[src/rtl/mc_pkg.sv]
// mc_pkg: shared types and encodings for the multicycle control unit.
//   statetype_t  main FSM state
//   ctrl_t       raw per-state control word, held in registers by the FSM
//   ALU_*, RES_*, SRCB_*, IMM_*, OP_*, FUNCT_*, COND_*  encodings
package mc_pkg;

  typedef enum logic [3:0] {
    FETCH,
    DECODE,
    MEMADR,
    MEMRD,
    MEMWB,
    MEMWR,
    EXECR,
    EXECI,
    ALUWB,
    BRANCH,
    UNKNOWN
  } statetype_t;

  localparam logic [1:0] ALU_ADD = 2'b00;
  localparam logic [1:0] ALU_SUB = 2'b01;
  localparam logic [1:0] ALU_AND = 2'b10;
  localparam logic [1:0] ALU_ORR = 2'b11;

  localparam logic [1:0] RES_ALUOUT    = 2'b00;
  localparam logic [1:0] RES_DATA      = 2'b01;
  localparam logic [1:0] RES_ALURESULT = 2'b10;

  localparam logic [1:0] SRCB_RD2    = 2'b00;
  localparam logic [1:0] SRCB_EXTIMM = 2'b01;
  localparam logic [1:0] SRCB_FOUR   = 2'b10;

  localparam logic [1:0] IMM_8   = 2'b00;
  localparam logic [1:0] IMM_12  = 2'b01;
  localparam logic [1:0] IMM_24  = 2'b10;
  localparam logic [1:0] IMM_H8  = 2'b11;

  localparam logic [1:0] OP_DP  = 2'b00;
  localparam logic [1:0] OP_MEM = 2'b01;
  localparam logic [1:0] OP_BR  = 2'b10;

  localparam logic [3:0] FUNCT_AND = 4'b0000;
  localparam logic [3:0] FUNCT_SUB = 4'b0010;
  localparam logic [3:0] FUNCT_ADD = 4'b0100;
  localparam logic [3:0] FUNCT_CMP = 4'b1010;
  localparam logic [3:0] FUNCT_ORR = 4'b1100;

  localparam logic [3:0] COND_EQ = 4'h0;
  localparam logic [3:0] COND_NE = 4'h1;
  localparam logic [3:0] COND_CS = 4'h2;
  localparam logic [3:0] COND_CC = 4'h3;
  localparam logic [3:0] COND_MI = 4'h4;
  localparam logic [3:0] COND_PL = 4'h5;
  localparam logic [3:0] COND_VS = 4'h6;
  localparam logic [3:0] COND_VC = 4'h7;
  localparam logic [3:0] COND_HI = 4'h8;
  localparam logic [3:0] COND_LS = 4'h9;
  localparam logic [3:0] COND_GE = 4'hA;
  localparam logic [3:0] COND_LT = 4'hB;
  localparam logic [3:0] COND_GT = 4'hC;
  localparam logic [3:0] COND_LE = 4'hD;
  localparam logic [3:0] COND_AL = 4'hE;
  localparam logic [3:0] COND_NV = 4'hF;

  typedef struct packed {
    logic       irwrite;
    logic       nextpc;
    logic       adrsrc;
    logic       memw;
    logic       regw;
    logic       nowrite;
    logic       branch;
    logic [1:0] resultsrc;
    logic [1:0] alucontrol;
    logic       alusrca;
    logic [1:0] alusrcb;
  } ctrl_t;

  localparam ctrl_t CTRL_FETCH = '{
    irwrite:    1'b1,
    nextpc:     1'b1,
    adrsrc:     1'b0,
    memw:       1'b0,
    regw:       1'b0,
    nowrite:    1'b0,
    branch:     1'b0,
    resultsrc:  RES_ALURESULT,
    alucontrol: ALU_ADD,
    alusrca:    1'b1,
    alusrcb:    SRCB_FOUR
  };

endpackage

[src/rtl/mc_cond_unit.sv]
// mc_cond_unit: NZCV flags register, condition evaluation and the CondEx
// register that holds the verdict for the instruction in flight.
//   clk, reset     clock, asynchronous active-high reset
//   cond_i         Instr[31:28]
//   alu_flags_i    NZCV from the ALU
//   cond_latch_i   capture CondEx (asserted in DECODE)
//   flag_we_i      flag update request (EXEC with S=1)
//   cv_we_i        C and V also written (arithmetic ops)
//   cond_ex_o      registered CondEx
module mc_cond_unit
  import mc_pkg::*;
(
  input  logic       clk,
  input  logic       reset,
  input  logic [3:0] cond_i,
  input  logic [3:0] alu_flags_i,
  input  logic       cond_latch_i,
  input  logic       flag_we_i,
  input  logic       cv_we_i,
  output logic       cond_ex_o
);

  logic [3:0] flags_q, flags_d;
  logic       cond_ex_q, cond_ex_d;

  function automatic logic cond_met(input logic [3:0] cond, input logic [3:0] f);
    logic n, z, c, v;
    logic r;
    {n, z, c, v} = f;
    case (cond)
      COND_EQ: r = z;
      COND_NE: r = ~z;
      COND_CS: r = c;
      COND_CC: r = ~c;
      COND_MI: r = n;
      COND_PL: r = ~n;
      COND_VS: r = v;
      COND_VC: r = ~v;
      COND_HI: r = c & ~z;
      COND_LS: r = ~c | z;
      COND_GE: r = (n == v);
      COND_LT: r = (n != v);
      COND_GT: r = ~z & (n == v);
      COND_LE: r = z | (n != v);
      COND_AL: r = 1'b1;
      default: r = 1'b0;
    endcase
    return r;
  endfunction

  always_comb begin
    cond_ex_d = cond_ex_q;
    flags_d   = flags_q;
    if (cond_latch_i) cond_ex_d = cond_met(cond_i, flags_q);
    // Flag writes are gated by the verdict of the executing instruction.
    if (flag_we_i && cond_ex_q) begin
      flags_d[3:2] = alu_flags_i[3:2];
      if (cv_we_i) flags_d[1:0] = alu_flags_i[1:0];
    end
  end

  always_ff @(posedge clk or posedge reset) begin
    if (reset) begin
      flags_q   <= '0;
      cond_ex_q <= 1'b0;
    end else begin
      flags_q   <= flags_d;
      cond_ex_q <= cond_ex_d;
    end
  end

  assign cond_ex_o = cond_ex_q;

endmodule

[src/rtl/mc_control_fsm.sv]
// mc_control_fsm: multicycle control unit (main FSM, instruction decode,
// condition/flag handling via mc_cond_unit).
//   Parameters: ILLEGAL_HALT (1: park in UNKNOWN on undecodable instruction,
//               0: return to FETCH), MEM_WAIT (extra MEMRD/MEMWR cycles, 0..7)
//   Optional build macro: MC_HALFWORD_EN enables LDRH/STRH decode.
//   Inputs : clk, reset (async, active-high), Instr[31:0], ALUFlags[3:0] (NZCV)
//   Outputs: PCWrite, AdrSrc, MemWrite, IRWrite, ResultSrc[1:0], ALUControl[1:0],
//            ALUSrcA, ALUSrcB[1:0], ImmSrc[1:0], RegWrite, RegSrc[1:0]
module mc_control_fsm
  import mc_pkg::*;
#(
  parameter bit          ILLEGAL_HALT = 1'b1,
  parameter int unsigned MEM_WAIT     = 0
) (
  input  logic        clk,
  input  logic        reset,
  input  logic [31:0] Instr,
  input  logic [3:0]  ALUFlags,
  output logic        PCWrite,
  output logic        AdrSrc,
  output logic        MemWrite,
  output logic        IRWrite,
  output logic [1:0]  ResultSrc,
  output logic [1:0]  ALUControl,
  output logic        ALUSrcA,
  output logic [1:0]  ALUSrcB,
  output logic [1:0]  ImmSrc,
  output logic        RegWrite,
  output logic [1:0]  RegSrc
);

  localparam logic [2:0]  WAIT_LAST    = 3'(MEM_WAIT);
  localparam statetype_t  ILLEGAL_NEXT = ILLEGAL_HALT ? UNKNOWN : FETCH;

  statetype_t state_q, state_d;
  logic [2:0] wait_q, wait_d;
  ctrl_t      ctrl_q, ctrl_d;

  logic [1:0] op;
  logic [3:0] rd;
  logic       is_hw;
  logic       dp_legal;
  logic       dp_cmp;
  logic [1:0] dp_alu;
  logic       cond_ex;
  logic       flag_we;
  logic       unused_instr;

  assign op           = Instr[27:26];
  assign rd           = Instr[15:12];
  assign unused_instr = ^Instr;

`ifdef MC_HALFWORD_EN
  assign is_hw = (op == OP_DP) && !Instr[25] && Instr[7] && Instr[4];
`else
  assign is_hw = 1'b0;
`endif

  always_comb begin
    dp_legal = 1'b1;
    dp_cmp   = 1'b0;
    dp_alu   = ALU_ADD;
    case (Instr[24:21])
      FUNCT_ADD: dp_alu = ALU_ADD;
      FUNCT_SUB: dp_alu = ALU_SUB;
      FUNCT_AND: dp_alu = ALU_AND;
      FUNCT_ORR: dp_alu = ALU_ORR;
      FUNCT_CMP: begin
        dp_alu = ALU_SUB;
        dp_cmp = 1'b1;
      end
      default:   dp_legal = 1'b0;
    endcase
  end

  always_comb begin
    state_d = state_q;
    wait_d  = '0;
    case (state_q)
      FETCH:  state_d = DECODE;
      DECODE: begin
        case (op)
          OP_DP: begin
            if (is_hw)          state_d = MEMADR;
            else if (!dp_legal) state_d = ILLEGAL_NEXT;
            else                state_d = Instr[25] ? EXECI : EXECR;
          end
          OP_MEM:  state_d = MEMADR;
          OP_BR:   state_d = BRANCH;
          default: state_d = ILLEGAL_NEXT;
        endcase
      end
      MEMADR: state_d = Instr[20] ? MEMRD : MEMWR;
      MEMRD, MEMWR: begin
        if (wait_q != WAIT_LAST) wait_d = wait_q + 3'd1;
        else                     state_d = (state_q == MEMRD) ? MEMWB : FETCH;
      end
      EXECR, EXECI:          state_d = ALUWB;
      MEMWB, ALUWB, BRANCH:  state_d = FETCH;
      UNKNOWN:               state_d = UNKNOWN;
      default:               state_d = FETCH;
    endcase
  end

  // Control word is decoded from the next state and registered, so each
  // state's outputs appear glitch-free for the whole cycle it is current.
  always_comb begin
    ctrl_d = '0;
    case (state_d)
      FETCH:  ctrl_d = CTRL_FETCH;
      DECODE: begin
        ctrl_d.alusrca   = 1'b1;
        ctrl_d.alusrcb   = SRCB_FOUR;
        ctrl_d.resultsrc = RES_ALURESULT;
      end
      EXECR: begin
        ctrl_d.alusrcb    = SRCB_RD2;
        ctrl_d.alucontrol = dp_alu;
      end
      EXECI: begin
        ctrl_d.alusrcb    = SRCB_EXTIMM;
        ctrl_d.alucontrol = dp_alu;
      end
      MEMADR: begin
        ctrl_d.alusrcb    = (is_hw && !Instr[22]) ? SRCB_RD2 : SRCB_EXTIMM;
        ctrl_d.alucontrol = Instr[23] ? ALU_ADD : ALU_SUB;
      end
      MEMRD: ctrl_d.adrsrc = 1'b1;
      MEMWR: begin
        ctrl_d.adrsrc = 1'b1;
        ctrl_d.memw   = 1'b1;
      end
      MEMWB: begin
        ctrl_d.regw      = 1'b1;
        ctrl_d.resultsrc = RES_DATA;
      end
      ALUWB: begin
        ctrl_d.regw      = 1'b1;
        ctrl_d.nowrite   = dp_cmp;
        ctrl_d.resultsrc = RES_ALUOUT;
      end
      BRANCH: begin
        ctrl_d.alusrcb    = SRCB_EXTIMM;
        ctrl_d.alucontrol = ALU_ADD;
        ctrl_d.resultsrc  = RES_ALURESULT;
        ctrl_d.branch     = 1'b1;
      end
      default: ctrl_d = '0;
    endcase
  end

  always_ff @(posedge clk or posedge reset) begin
    if (reset) begin
      state_q <= FETCH;
      wait_q  <= '0;
      ctrl_q  <= CTRL_FETCH;
    end else begin
      state_q <= state_d;
      wait_q  <= wait_d;
      ctrl_q  <= ctrl_d;
    end
  end

  assign flag_we = ((state_q == EXECR) || (state_q == EXECI)) && Instr[20];

  mc_cond_unit u_cond (
    .clk          (clk),
    .reset        (reset),
    .cond_i       (Instr[31:28]),
    .alu_flags_i  (ALUFlags),
    .cond_latch_i (state_q == DECODE),
    .flag_we_i    (flag_we),
    .cv_we_i      (~ctrl_q.alucontrol[1]),
    .cond_ex_o    (cond_ex)
  );

  always_comb begin
    case (op)
      OP_DP:   ImmSrc = (is_hw && Instr[22]) ? IMM_H8 : IMM_8;
      OP_MEM:  ImmSrc = IMM_12;
      OP_BR:   ImmSrc = IMM_24;
      default: ImmSrc = IMM_8;
    endcase
  end

  assign RegSrc[0] = (op == OP_BR);
  assign RegSrc[1] = ((op == OP_MEM) || is_hw) && !Instr[20];

  // Reset holds the FETCH selects but masks every write enable, including
  // the FETCH ones, for as long as reset is asserted.
  assign PCWrite  = ~reset & (ctrl_q.nextpc | (ctrl_q.branch & cond_ex) |
                              (ctrl_q.regw & cond_ex & (rd == 4'hF)));
  assign RegWrite = ~reset & ctrl_q.regw & cond_ex & ~ctrl_q.nowrite;
  assign MemWrite = ~reset & ctrl_q.memw & cond_ex;
  assign IRWrite  = ~reset & ctrl_q.irwrite;

  assign AdrSrc     = ctrl_q.adrsrc;
  assign ResultSrc  = ctrl_q.resultsrc;
  assign ALUControl = ctrl_q.alucontrol;
  assign ALUSrcA    = ctrl_q.alusrca;
  assign ALUSrcB    = ctrl_q.alusrcb;

endmodule

[config.mk]
export PLATFORM = sky130hd
export DESIGN_NAME = mc_control_fsm
export DESIGN_NICKNAME = d
export VERILOG_FILES = /design/src/rtl/mc_pkg.sv /design/src/rtl/mc_cond_unit.sv /design/src/rtl/mc_control_fsm.sv
export SDC_FILE = /design/constraint.sdc
export NUM_CORES = 1
export LEC_CHECK = 0
export BUFFER_PORTS_ARGS = -buffer_cell sky130_fd_sc_hd__buf_2
export CAP_MARGIN = 30
export CORE_MARGIN = 2
export CORE_UTILIZATION = 35
export CTS_BUF_LIST = sky130_fd_sc_hd__clkbuf_16
export DETAILED_ROUTE_END_ITERATION = 10
export PLACE_DENSITY_LB_ADDON = 0.3
export SLEW_MARGIN = 15
export SYNTH_ARGS = -nofsm -noshare
export SYNTH_HDL_FRONTEND = slang
export SYNTH_SLANG_ARGS = --single-unit
[constraint.sdc]
create_clock -name clk -period 1.83 [get_ports clk]
set_clock_uncertainty 0.1 [all_clocks]
set_input_delay 0.2745 -clock clk [delete_from_list [all_inputs] [get_ports clk]]
set_output_delay 0.2745 -clock clk [all_outputs]
set_load 0.005 [all_outputs]
==> metrics.txt <==
Hold WC Path Type in -> async; H-tree levels 1; CTS tree yes; failing checks setup timing; Routed WL 3.27 mm; I/O Pins 54; Longest Clk Path Bufs 2; core region area 0.00409 mm²; CP max FO 4; Synth Warn # 0; Final Hold Violating Endpoints 0; #FFs+latches synth 25; clock-pin slew on the worst setup and hold paths 0.06 ns; Slew @ Worst Pin 0.555 ns; First DRT Iteration DRCs 40; synth top area cells dfrtp_1, dfstp_2, mux2_2, nor2b_1, buf_4; number of nets with antenna violations after routing 0; FFs w/ async S/R, synth 1.00; die width 69.7 µm; syn avg cell area 9.51 µm²; die area 0.00486 mm²; Yosys top cell by area dfrtp_1; Total Routing Usage GR 0.138; Mapped Area 0.00151 mm²; total gr overflow 0; vias per inst 4.87; clock root buffer master clkbuf_16; Sw Share 0.353; critical path endpoint category flop; first-pass GRT wire length 5.35 mm; syn_nets 199; Peak VDD IR 477 µV; sequential share of power 0.340; Setup crit start kind flop; Inserted Diodes 0; Leakage 0.952 nW; Pint 0.00162 W; Crit Path Category reg -> reg; Slew headroom 0.621; share of the synthesized area in the top cell type 0.348; ys flop type dfrtp_1; drt wl/cell 13.0 µm; Worst Slack Setup Final -0.0104 ns; NetSw 0.000884 W; Final HPWL DP 2.41 mm; GP Congestion 0.856; CTS sink count 25; R2R Path End ResultSrc[1]; starting density of the core 0.370; RSZ-0062 raised after global routing true; vias in the first global route 1123; Crit Reg-Reg Startpoint state_q[1]; Slew Viols, Final 0; nets@finish 243; outcome complete, but fails checks; FF-to-FF path depth 6; largest net degree at the start of global routing 26; layout cells sized above 1 0.411; Core Rows 23; MaxCap Viol Count 0; post-route cell area 0.00192 mm²; Logic pwr share 0.464; Reg2Reg Setup Slack -0.01 ns; Fmax 543 MHz; vias 1226; WP data arrival 1.93 ns; Period Utilization, post-route 1.01; Placed Area 0.00178 mm²; clock network fraction of total power 0.197; sequential share of the synthesized area 0.417; hold_ws 0.0239 ns; Synth cell types 50; total power 0.00250 W; setup violators final 2; number of port buffers 37; initial antenna violation count 0; Clk Latency, worst-skew pair 0.26 ns; P per Cell Area 1300 mW/mm²; area grow syn2layout 27.2%; Post-synth EDFFs 0; Num CTS Buffers 3; die height 69.7 µm; drt first pass iters 4; worst path required time 1.92 ns; crit path time final 1.84 ns; CTS Hold Bufs 0; cell count after synthesis 159; drt drc 0
[sequential cells by signal, indices dropped and copies added (netlist names)]
signal and cells:
ALUSrcA 1, u_cond.flags_q 4, u_cond.cond_ex_o 1, ALUSrcB 2
wait_q 3, ctrl_q 5, state_q 4, ALUControl 2
ResultSrc 2, AdrSrc 1
[how the worst max path moves through the flow]
stage | startpoint | end | cells past startpoint | slack, ns
detailed placement | state_q[1] | u_cond.cond_ex_o | 4 | -0.007
global placement | state_q[1] | u_cond.cond_ex_o | 4 | -0.009
finish | state_q[1] | ResultSrc[1] | 6 | -0.01
CTS | state_q[1] | ALUControl[0] | 5 | 0.03
floorplan | state_q[2] | ALUControl[0] | 6 | 0.003
global route | state_q[0] | ALUControl[0] | 7 | -0.11
[synth_stat cells, drive strengths merged (2+ instances only)]
cell	count
dfrtp	21
nand2	12
buf	10
inv	10
nor2	10
a21oi	9
nor2b	9
nand2b	7
o21ai	6
mux2	5
nor3	5
clkbuf	4
dfstp	4
nor3b	4
a211oi	3
and3	3
nand3	3
nand3b	3
xor2	3
a2111oi	2
a31oi	2
and2b	2
ha	2
mux2i	2
nor4	2
o32ai	2
[final cells by class]
cell class	instances	area, µm²
tap	50	62.6
clock buffer	3	75.1
inverter	10	37.5
multi-input combinational	110	803
timing repair buffer	53	309
fill	388	2160
sequential	25	631
clock inverter	1	5.00
[kinds of logic after synthesis]
group,share of synthesized area
mux,0.0505
simple gates,0.269
flops,0.417
xor+xnor,0.0232
fa+ha+maj,0.0166
buf+inv,0.0836
compound gates,0.140
[worst max-delay path, cell delays in order, from the launching register on]
cell      delay (ns)
dfrtp_1         0.40
or4b_4          0.59
nor4_4          0.30
a211oi_4        0.07
buf_4           0.15
nand3b_4        0.09
o21ai_2         0.06
[cells in the final DEF, fill, tap and decap left out, types with 2 or more instances in the layout]
cell type  netlist  layout
dfstp_2          4       4
nand2_1         12      12
a21oi_1          9       9
dfrtp_1         21      21
o21ai_0          3       3
a31oi_1          2       2
nor3_2           0       2
ha_1             2       2
nor2_1          10      10
o21ai_1          2       2
o32ai_2          1       2
xor2_1           3       3
a2111oi_0        2       2
nand3_1          2       2
buf_2            2      37
nand2b_1         6       6
a211oi_1         2       2
inv_1           10      10
nor3_1           5       3
nor3b_1          4       4
buf_4            7      15
mux2_2           5       5
nand3b_1         2       2
and3_1           3       3
clkbuf_16        0       3
nor2b_1          9       9
[metrics by stage]
step	std cells	TNS (ns)	setup slack (ns)	utilization
2_1_floorplan	159	0	0.00295	-
3_3_place_gp	246	-0.00906	-0.00906	0.434
3_5_place_dp	246	-0.00701	-0.00698	0.434
4_1_cts	250	0	0.0291	0.455
5_1_grt	252	-0.430	-0.110	0.471
6_report	252	-0.0173	-0.0104	0.471
[per-layer routing]
metal  GRT usage  up-vias  routed length, µm
li1            -      627                  -
met1       0.208      549               1650
met2       0.193       46               1380
met3      0.0189        4                184
met4      0.0620        0                 55
met5           0        -                  0
[power by group through the flow]
stage	clock [W]	combinational [W]	sequential, W
6_report	0.000492	0.00116	0.000850
3_3_place_gp	0	0.00102	0.000851
4_1_cts	0.000500	0.00104	0.000848
2_1_floorplan	0	0.000748	0.000853
5_1_grt	0.000525	0.00129	0.000874
3_5_place_dp	0	0.00103	0.000851
[what timing repair did]
| item | in CTS | in global routing |
|---|---|---|
| pin swaps | 1 | 4 |
| gates resized for setup | 1 | 9 |
| endpoints found under the setup margin | 3 | 3 |
| setup buffers | 0 | 2 |
| hold endpoints to repair | 0 | 0 |
Note: power is estimated with default switching activity, not from simulation.
